[src/rtl/matmul_stream_ctrl.sv]
// matmul_stream_ctrl: streams A/B operands into a matrix_mult,
// waits out its latency, then streams the captured product back out.
module matmul_stream_ctrl #(
  parameter int N     = 4,
  parameter int WIDTH = 16,
  parameter int LAT   = 6
) (
  input  logic                                clk,
  input  logic                                rst,
  input  logic [WIDTH-1:0]                    in_data,
  input  logic                                in_valid,
  output logic                                in_ready,
  output logic [N-1:0][N-1:0][WIDTH-1:0]      mat_a,
  output logic [N-1:0][N-1:0][WIDTH-1:0]      mat_b,
  input  logic [N-1:0][N-1:0][2*WIDTH-1:0]    mat_c,
  output logic [2*WIDTH-1:0]                  out_data,
  output logic                                out_valid,
  input  logic                                out_ready,
  output logic                                out_last,
  output logic                                busy
);

  localparam int NN = N * N;
  localparam int IW = $clog2(2 * NN + 1);
  localparam int CW = $clog2(LAT + 2);
  localparam int RW = 2 * WIDTH;

  localparam logic [IW-1:0] LAST_IN  = IW'(2 * NN - 1);
  localparam logic [IW-1:0] LAST_OUT = IW'(NN - 1);
  localparam logic [CW-1:0] WAIT_END = CW'(LAT);

  typedef enum logic [1:0] {
    S_LOAD,
    S_WAIT,
    S_DRAIN
  } state_t;

  state_t state;

  logic [IW-1:0] lidx;
  logic [IW-1:0] didx;
  logic [CW-1:0] wcnt;

  logic [N-1:0][N-1:0][RW-1:0] snap;
  logic [RW-1:0]               sel;

  logic in_hs;
  logic out_hs;
  logic cap;

  // Outputs are decoded from the registered state and
  // forced low while reset is held.
  assign in_ready  = ~rst & (state == S_LOAD);
  assign out_valid = ~rst & (state == S_DRAIN);
  assign out_last  = out_valid & (didx == LAST_OUT);
  assign busy      = ~rst & (state != S_LOAD);
  assign out_data  = out_valid ? sel : '0;

  assign in_hs  = in_valid & in_ready;
  assign out_hs = out_valid & out_ready;
  assign cap    = (state == S_WAIT) & (wcnt == WAIT_END);

  // Sequencer: LOAD -> WAIT (LAT+1 cycles) -> DRAIN -> LOAD.
  always_ff @(posedge clk) begin
    if (rst) begin
      state <= S_LOAD;
      lidx  <= '0;
      didx  <= '0;
      wcnt  <= '0;
    end else begin
      unique case (state)
        S_LOAD: begin
          if (in_hs) begin
            if (lidx == LAST_IN) begin
              lidx  <= '0;
              wcnt  <= '0;
              state <= S_WAIT;
            end else begin
              lidx <= lidx + IW'(1);
            end
          end
        end
        S_WAIT: begin
          if (wcnt == WAIT_END) begin
            wcnt  <= '0;
            didx  <= '0;
            state <= S_DRAIN;
          end else begin
            wcnt <= wcnt + CW'(1);
          end
        end
        S_DRAIN: begin
          if (out_hs) begin
            if (didx == LAST_OUT) begin
              didx  <= '0;
              state <= S_LOAD;
            end else begin
              didx <= didx + IW'(1);
            end
          end
        end
        default: begin
          state <= S_LOAD;
        end
      endcase
    end
  end

  // Operand registers: the load index picks one element of
  // A (first N*N) or B (next N*N), row-major.
  always_ff @(posedge clk) begin
    if (rst) begin
      mat_a <= '0;
      mat_b <= '0;
    end else if (in_hs) begin
      for (int i = 0; i < N; i++) begin
        for (int j = 0; j < N; j++) begin
          if (lidx == IW'(i * N + j))
            mat_a[i][j] <= in_data;
          if (lidx == IW'(NN + i * N + j))
            mat_b[i][j] <= in_data;
        end
      end
    end
  end

  // Product snapshot, taken once at the end of WAIT so later
  // mat_c activity cannot leak into the drained stream.
  always_ff @(posedge clk) begin
    if (rst)
      snap <= '0;
    else if (cap)
      snap <= mat_c;
  end

  // Row-major read mux over the snapshot.
  always_comb begin
    sel = '0;
    for (int k = 0; k < NN; k++) begin
      if (didx == IW'(k))
        sel = snap[k / N][k % N];
    end
  end

endmodule

[config.mk]
export PLATFORM = sky130hd
export DESIGN_NAME = matmul_stream_ctrl
export DESIGN_NICKNAME = d
export VERILOG_FILES = /design/src/rtl/matmul_stream_ctrl.sv
export SDC_FILE = /design/constraint.sdc
export NUM_CORES = 2
export LEC_CHECK = 0
export BUFFER_PORTS_ARGS = -buffer_cell sky130_fd_sc_hd__buf_4
export CORE_AREA = 5 5 423 425
export CTS_CLUSTER_DIAMETER = 100
export DETAILED_ROUTE_END_ITERATION = 16
export DIE_AREA = 0 0 428 430
export HOLD_SLACK_MARGIN = 0.1
export PLACE_DENSITY = 0.42
export REMOVE_ABC_BUFFERS = 1
export SLEW_MARGIN = 25
export SYNTH_ARGS = -nofsm -noshare
export SYNTH_HDL_FRONTEND = slang
export SYNTH_SLANG_ARGS = --single-unit
[constraint.sdc]
create_clock -name clk -period 2.1 [get_ports clk]
set_input_delay 0 -clock clk [delete_from_list [all_inputs] [get_ports clk]]
set_output_delay 0 -clock clk [all_outputs]
set_load 0.01 [all_outputs]
==> flow_results.org <==
** Placement
- The HPWL after detailed placement is a little over 200000 um.
- Setup slack at placement :: -1.07 ns
- Placer Congestion :: 0.950
- Port Buffer Count :: 1079
- Number of placed cells counting well taps :: 8834

** Floorplanning
- I/O pin total :: 1080
- Die extent in x :: between 400 and 500 um
- Effective utilization at floorplan :: 0.234
- Height of the chip :: 430 um
- The total area inside the core boundary comes to 175000 um^2.
- The floorplan step defined a die boundary enclosing between 150000 and 200000 um^2.
- The initialized floorplan defines 154 standard-cell rows.

** Timing
- Setup repair after global routing could not meet its margin everywhere.
- FMAX :: 315 MHz
- Minimum clock period :: 3.18 ns
- At the pin with the least slew margin, the transition time is roughly 1.1 ns.
- Between clock sinks in the finished design, the worst skew comes to ~0.057 ns.
- Final period utilization :: 1.51
- Setup total negative slack on the finished layout was measured at -33.66 ns.
- Final Worst Setup Slack :: -1.08 ns
- Finish-stage setup viols :: 99
- Headroom to the max-slew limit came out at 0.263.
- The number of max-slew violations in the final report was 0.
- Hold Fails Final Rpt :: 0
- Hold is met by 0.144 ns.

** Worst setup path
- Launching point of the worst reg2reg path :: state[1]$_SDFFE_PP0P_
- The number of cells on the worst reg-to-reg path is 12.
- Library cell contributing the largest single delay on the critical path :: sky130_fd_sc_hd__o41ai_4
- The worst setup path is of the reg -> out kind.
- Critical Path RT :: around 2.1 ns
- Crit-path max cell delay :: 0.59 ns
- R2R Path End :: mat_b[72]$_SDFFE_PP0P_
- The worst setup path is launched from a register.
- Data arrives at the worst endpoint at around 3.2 ns.
- Crit-path max FO :: 6
- Traced cell by cell, the critical path runs through inv_4, ha_4, nor4b_4, nor3b_4, buf_12, a221oi_2, nor2_2, a2111oi_4, o41ai_4, buf_4.
- The worst setup path is captured at an output port.
- Worst reg-to-reg setup slack :: -0.07 ns

** CTS
- The clock passes through at most 3 buffers.
- After clock tree synthesis, the clock-pin slew on the worst setup and hold paths is 0.06 ns.
- TritonCTS built the clock tree.
- The H-tree generated during clock tree synthesis spans 3 levels.
- Clock tree synthesis found a total of 1041 sinks.
- The root buffer cell chosen for the clock tree is sky130_fd_sc_hd__clkbuf_16.
- Clock insertion delay at the later pin of the skew report :: ~0.78 ns
- TritonCTS created approximately 120 clock buffers.

** Logic synthesis
- Count leader, synth :: sky130_fd_sc_hd__nand2_1
- Cell type with the largest total area after synthesis :: sky130_fd_sc_hd__dfxtp_1
- Synthesis Warnings :: 0
- For this run, the leading register cell type out of synthesis is sky130_fd_sc_hd__dfxtp_1.
- Flip-flop and latch count after synthesis :: 1041
- Share of async-settable or async-resettable flops after synthesis :: 0
- Summed instance area of the synthesized netlist :: approximately 41000 um^2
- EDFF count, synth :: 0
- Post-synth top cells :: 2116 x sky130_fd_sc_hd__nand2_1, 1123 x sky130_fd_sc_hd__a21oi_1, 1041 x sky130_fd_sc_hd__dfxtp_1
- Of the post-synthesis cell area, the dominant cell type holds 0.509.
- Average instance area after synthesis :: about 7.5 um^2
- Synthesis handed over a netlist of 5450 instances.
- Sorting the synthesized cells by area gives the leading types as sky130_fd_sc_hd__dfxtp_1 51%, sky130_fd_sc_hd__nand2_1 19%, sky130_fd_sc_hd__a21oi_1 14%.
- Of the synthesized area, sequential elements account for 0.509.
- Number of distinct standard cells referenced by the synthesized netlist :: 79

** Job
- Max-cap violations in this run came to 0.

** Pwr
- Power Dens Cells :: 640 nW/um^2
- Power after layout :: 45400 uW
- In this run the static leakage power is 0.0268 uW.
- The worst-case IR drop observed on VDD is approximately 0.75 mV.

** GRT
- Maximum number of pins on one net before global-route repair :: 178
- Number of global-route vias before repair :: around 48k
- Global-route usage over all layers :: 0.281
- The number of antenna violations at the first check in global routing was 9.
- Global-route wire length before repair :: 374000 um
- Summed over all layers, the global routing overflow is 0.

** Run status
- The final reports fail on setup timing.
- Status :: finished with violations

** Routing
- After detailed routing, the number of remaining DRC violations is 0.
- After detailed routing, the number of vias per cell comes to 4.87.
- Once detail routing completed, the nets flagged for antenna violations numbered 0.
- For this run, the detailed router's first-pass iteration total came to 5.
- The final route contains 48.6k vias.
- Dividing the detail-routed wire length by the instance count gives roughly 27 um.
- Total Wirelength :: ~270000 um
- First DRT Iteration DRCs :: 3817

** Cells and area
- FILL cells :: 17.7k
- Number of nets in the layout :: 8079
- Layout-stage area growth over the synthesis result :: 73.5%
- Layout cell share with drive strength beyond 1 :: 0.289
- The finished layout holds 9986 standard cells, fillers aside.

** Hold path
- The min-delay analysis places its worst path in the category in -> reg.
- In this run the most critical hold path is launched from mat_c[106].
- Hold Path Stages :: 4
- The worst hold path terminates at snap[106]$_SDFFE_PP0P_.
==> per-layer routing <==
layer | vias to the layer above | routed length, um | GRT usage
li1 | 22363 | - | -
met1 | 23696 | 99700 | 0.302
met2 | 1910 | 133000 | 0.487
met3 | 625 | 18100 | 0.0669
met4 | 6 | 23000 | 0.192
met5 | - | 32 | 0
==> placed cells by master (no fill, tap or decap), types with 10 or more instances in the layout <==
| master | n |
|---|---|
| sky130_fd_sc_hd__a21oi_2 | 99 |
| sky130_fd_sc_hd__inv_1 | 16 |
| sky130_fd_sc_hd__bufinv_16 | 10 |
| sky130_fd_sc_hd__o22ai_1 | 34 |
| sky130_fd_sc_hd__a22oi_2 | 10 |
| sky130_fd_sc_hd__a221oi_4 | 11 |
| sky130_fd_sc_hd__clkbuf_16 | 128 |
| sky130_fd_sc_hd__a22oi_1 | 21 |
| sky130_fd_sc_hd__nand2_1 | 2086 |
| sky130_fd_sc_hd__a221oi_2 | 28 |
| sky130_fd_sc_hd__and2_1 | 17 |
| sky130_fd_sc_hd__buf_6 | 98 |
| sky130_fd_sc_hd__buf_16 | 10 |
| sky130_fd_sc_hd__buf_12 | 115 |
| sky130_fd_sc_hd__nor2_4 | 11 |
| sky130_fd_sc_hd__clkinv_2 | 24 |
| sky130_fd_sc_hd__a21oi_1 | 1017 |
| sky130_fd_sc_hd__nor2_2 | 13 |
| sky130_fd_sc_hd__a221oi_1 | 13 |
| sky130_fd_sc_hd__o21ai_1 | 11 |
| sky130_fd_sc_hd__dfxtp_1 | 1033 |
| sky130_fd_sc_hd__buf_8 | 25 |
| sky130_fd_sc_hd__o22a_1 | 12 |
| sky130_fd_sc_hd__nor2_1 | 62 |
| sky130_fd_sc_hd__o22ai_2 | 13 |
| sky130_fd_sc_hd__buf_4 | 1374 |
| sky130_fd_sc_hd__o211ai_1 | 12 |
| sky130_fd_sc_hd__a221o_1 | 19 |
| sky130_fd_sc_hd__o221ai_1 | 15 |
| sky130_fd_sc_hd__nand2_2 | 25 |
| sky130_fd_sc_hd__dlygate4sd3_1 | 816 |
| sky130_fd_sc_hd__clkbuf_8 | 31 |
| sky130_fd_sc_hd__and2_4 | 20 |
| sky130_fd_sc_hd__clkbuf_1 | 22 |
| sky130_fd_sc_hd__o21ai_0 | 52 |
| sky130_fd_sc_hd__nand3_1 | 78 |
==> critical path, delay by kind of cell, from the launching register on <==
kind,cells,cell delay [ns]
DFF,1,0.36
AOI/OAI and AO/OA,3,0.76
and+or+nand+nor,3,0.70
adders and majority gates,1,0.17
buffers and inverters,3,0.45
==> cell type report <==
cell class              count  area, um^2  area share
flip-flops and latches   1041       20900       0.294
repair buffers           2444       22700       0.319
diodes                      4        10.0    0.000141
clock inverters            51         651     0.00916
clock buffers             175        3560      0.0501
inverters                  22         113     0.00159
well taps                2340        2930      0.0412
multi-input cells        3909       20200       0.285
==> through the flow <==
stage           util  area, um^2
4_1_cts        0.397       69400
3_3_place_gp   0.312       54600
5_1_grt        0.406       71000
6_report       0.406       71000
2_1_floorplan      -       39000
3_5_place_dp   0.312       54600
==> where the power goes <==
| part | switching, uW | internal (uW) | leakage (uW) | total, uW |
|---|---|---|---|---|
| sequential | 23.1 | 19800 | 0.00839 | 19800 |
| clock | 9280 | 13000 | 0.00206 | 22300 |
| combinational | 1540 | 1810 | 0.0163 | 3350 |
| total | 10800 | 34600 | 0.0268 | 45400 |
==> state kept, by name (all words and copies together) (netlist names) <==
| signal | count |
|---|---|
| wcnt | 3 |
| state | 2 |
| mat_a | 256 |
| didx | 6 |
| mat_b | 256 |
| snap | 512 |
| lidx | 6 |
==> kinds of logic after synthesis <==
kind of cell / Yosys count / share of synthesized area
buf+inv: 500 / 0.0504
flops: 1041 / 0.509
xor+xnor: 4 / 0.000856
mux: 2 / 0.000489
simple gates: 2422 / 0.236
fa+ha+maj: 8 / 0.00245
compound gates: 1473 / 0.200
==> timing repair <==
| action | 4_1_cts | 5_1_grt |
|---|---|---|
| setup buffers | 61 | 52 |
| cloned | 9 | 6 |
| hold buffers | 816 | 0 |
| hold endpoints to repair | 1033 | 0 |
| gates resized for setup | 409 | 256 |
| setup endpoints to repair | 254 | 487 |
| pin swaps | 104 | 115 |
==> how the worst max path moves through the flow <==
stage | slack [ns] | start | cells after the start | end
2_1_floorplan | -25.13 | state[1]$_SDFFE_PP0P_ | 6 | didx[3]$_SDFFE_PP0P_
3_3_place_gp | -1.18 | didx[0]$_SDFFE_PP0P_ | 12 | out_data[27]
3_5_place_dp | -1.07 | didx[0]$_SDFFE_PP0P_ | 14 | out_data[31]
4_1_cts | -1.17 | didx[4]$_SDFFE_PP0P_ | 8 | out_data[30]
5_1_grt | -1.20 | didx[1]$_SDFFE_PP0P_ | 13 | out_data[21]
6_report | -1.08 | didx[0]$_SDFFE_PP0P_ | 10 | out_data[27]
(Power assumes the default switching activity.)
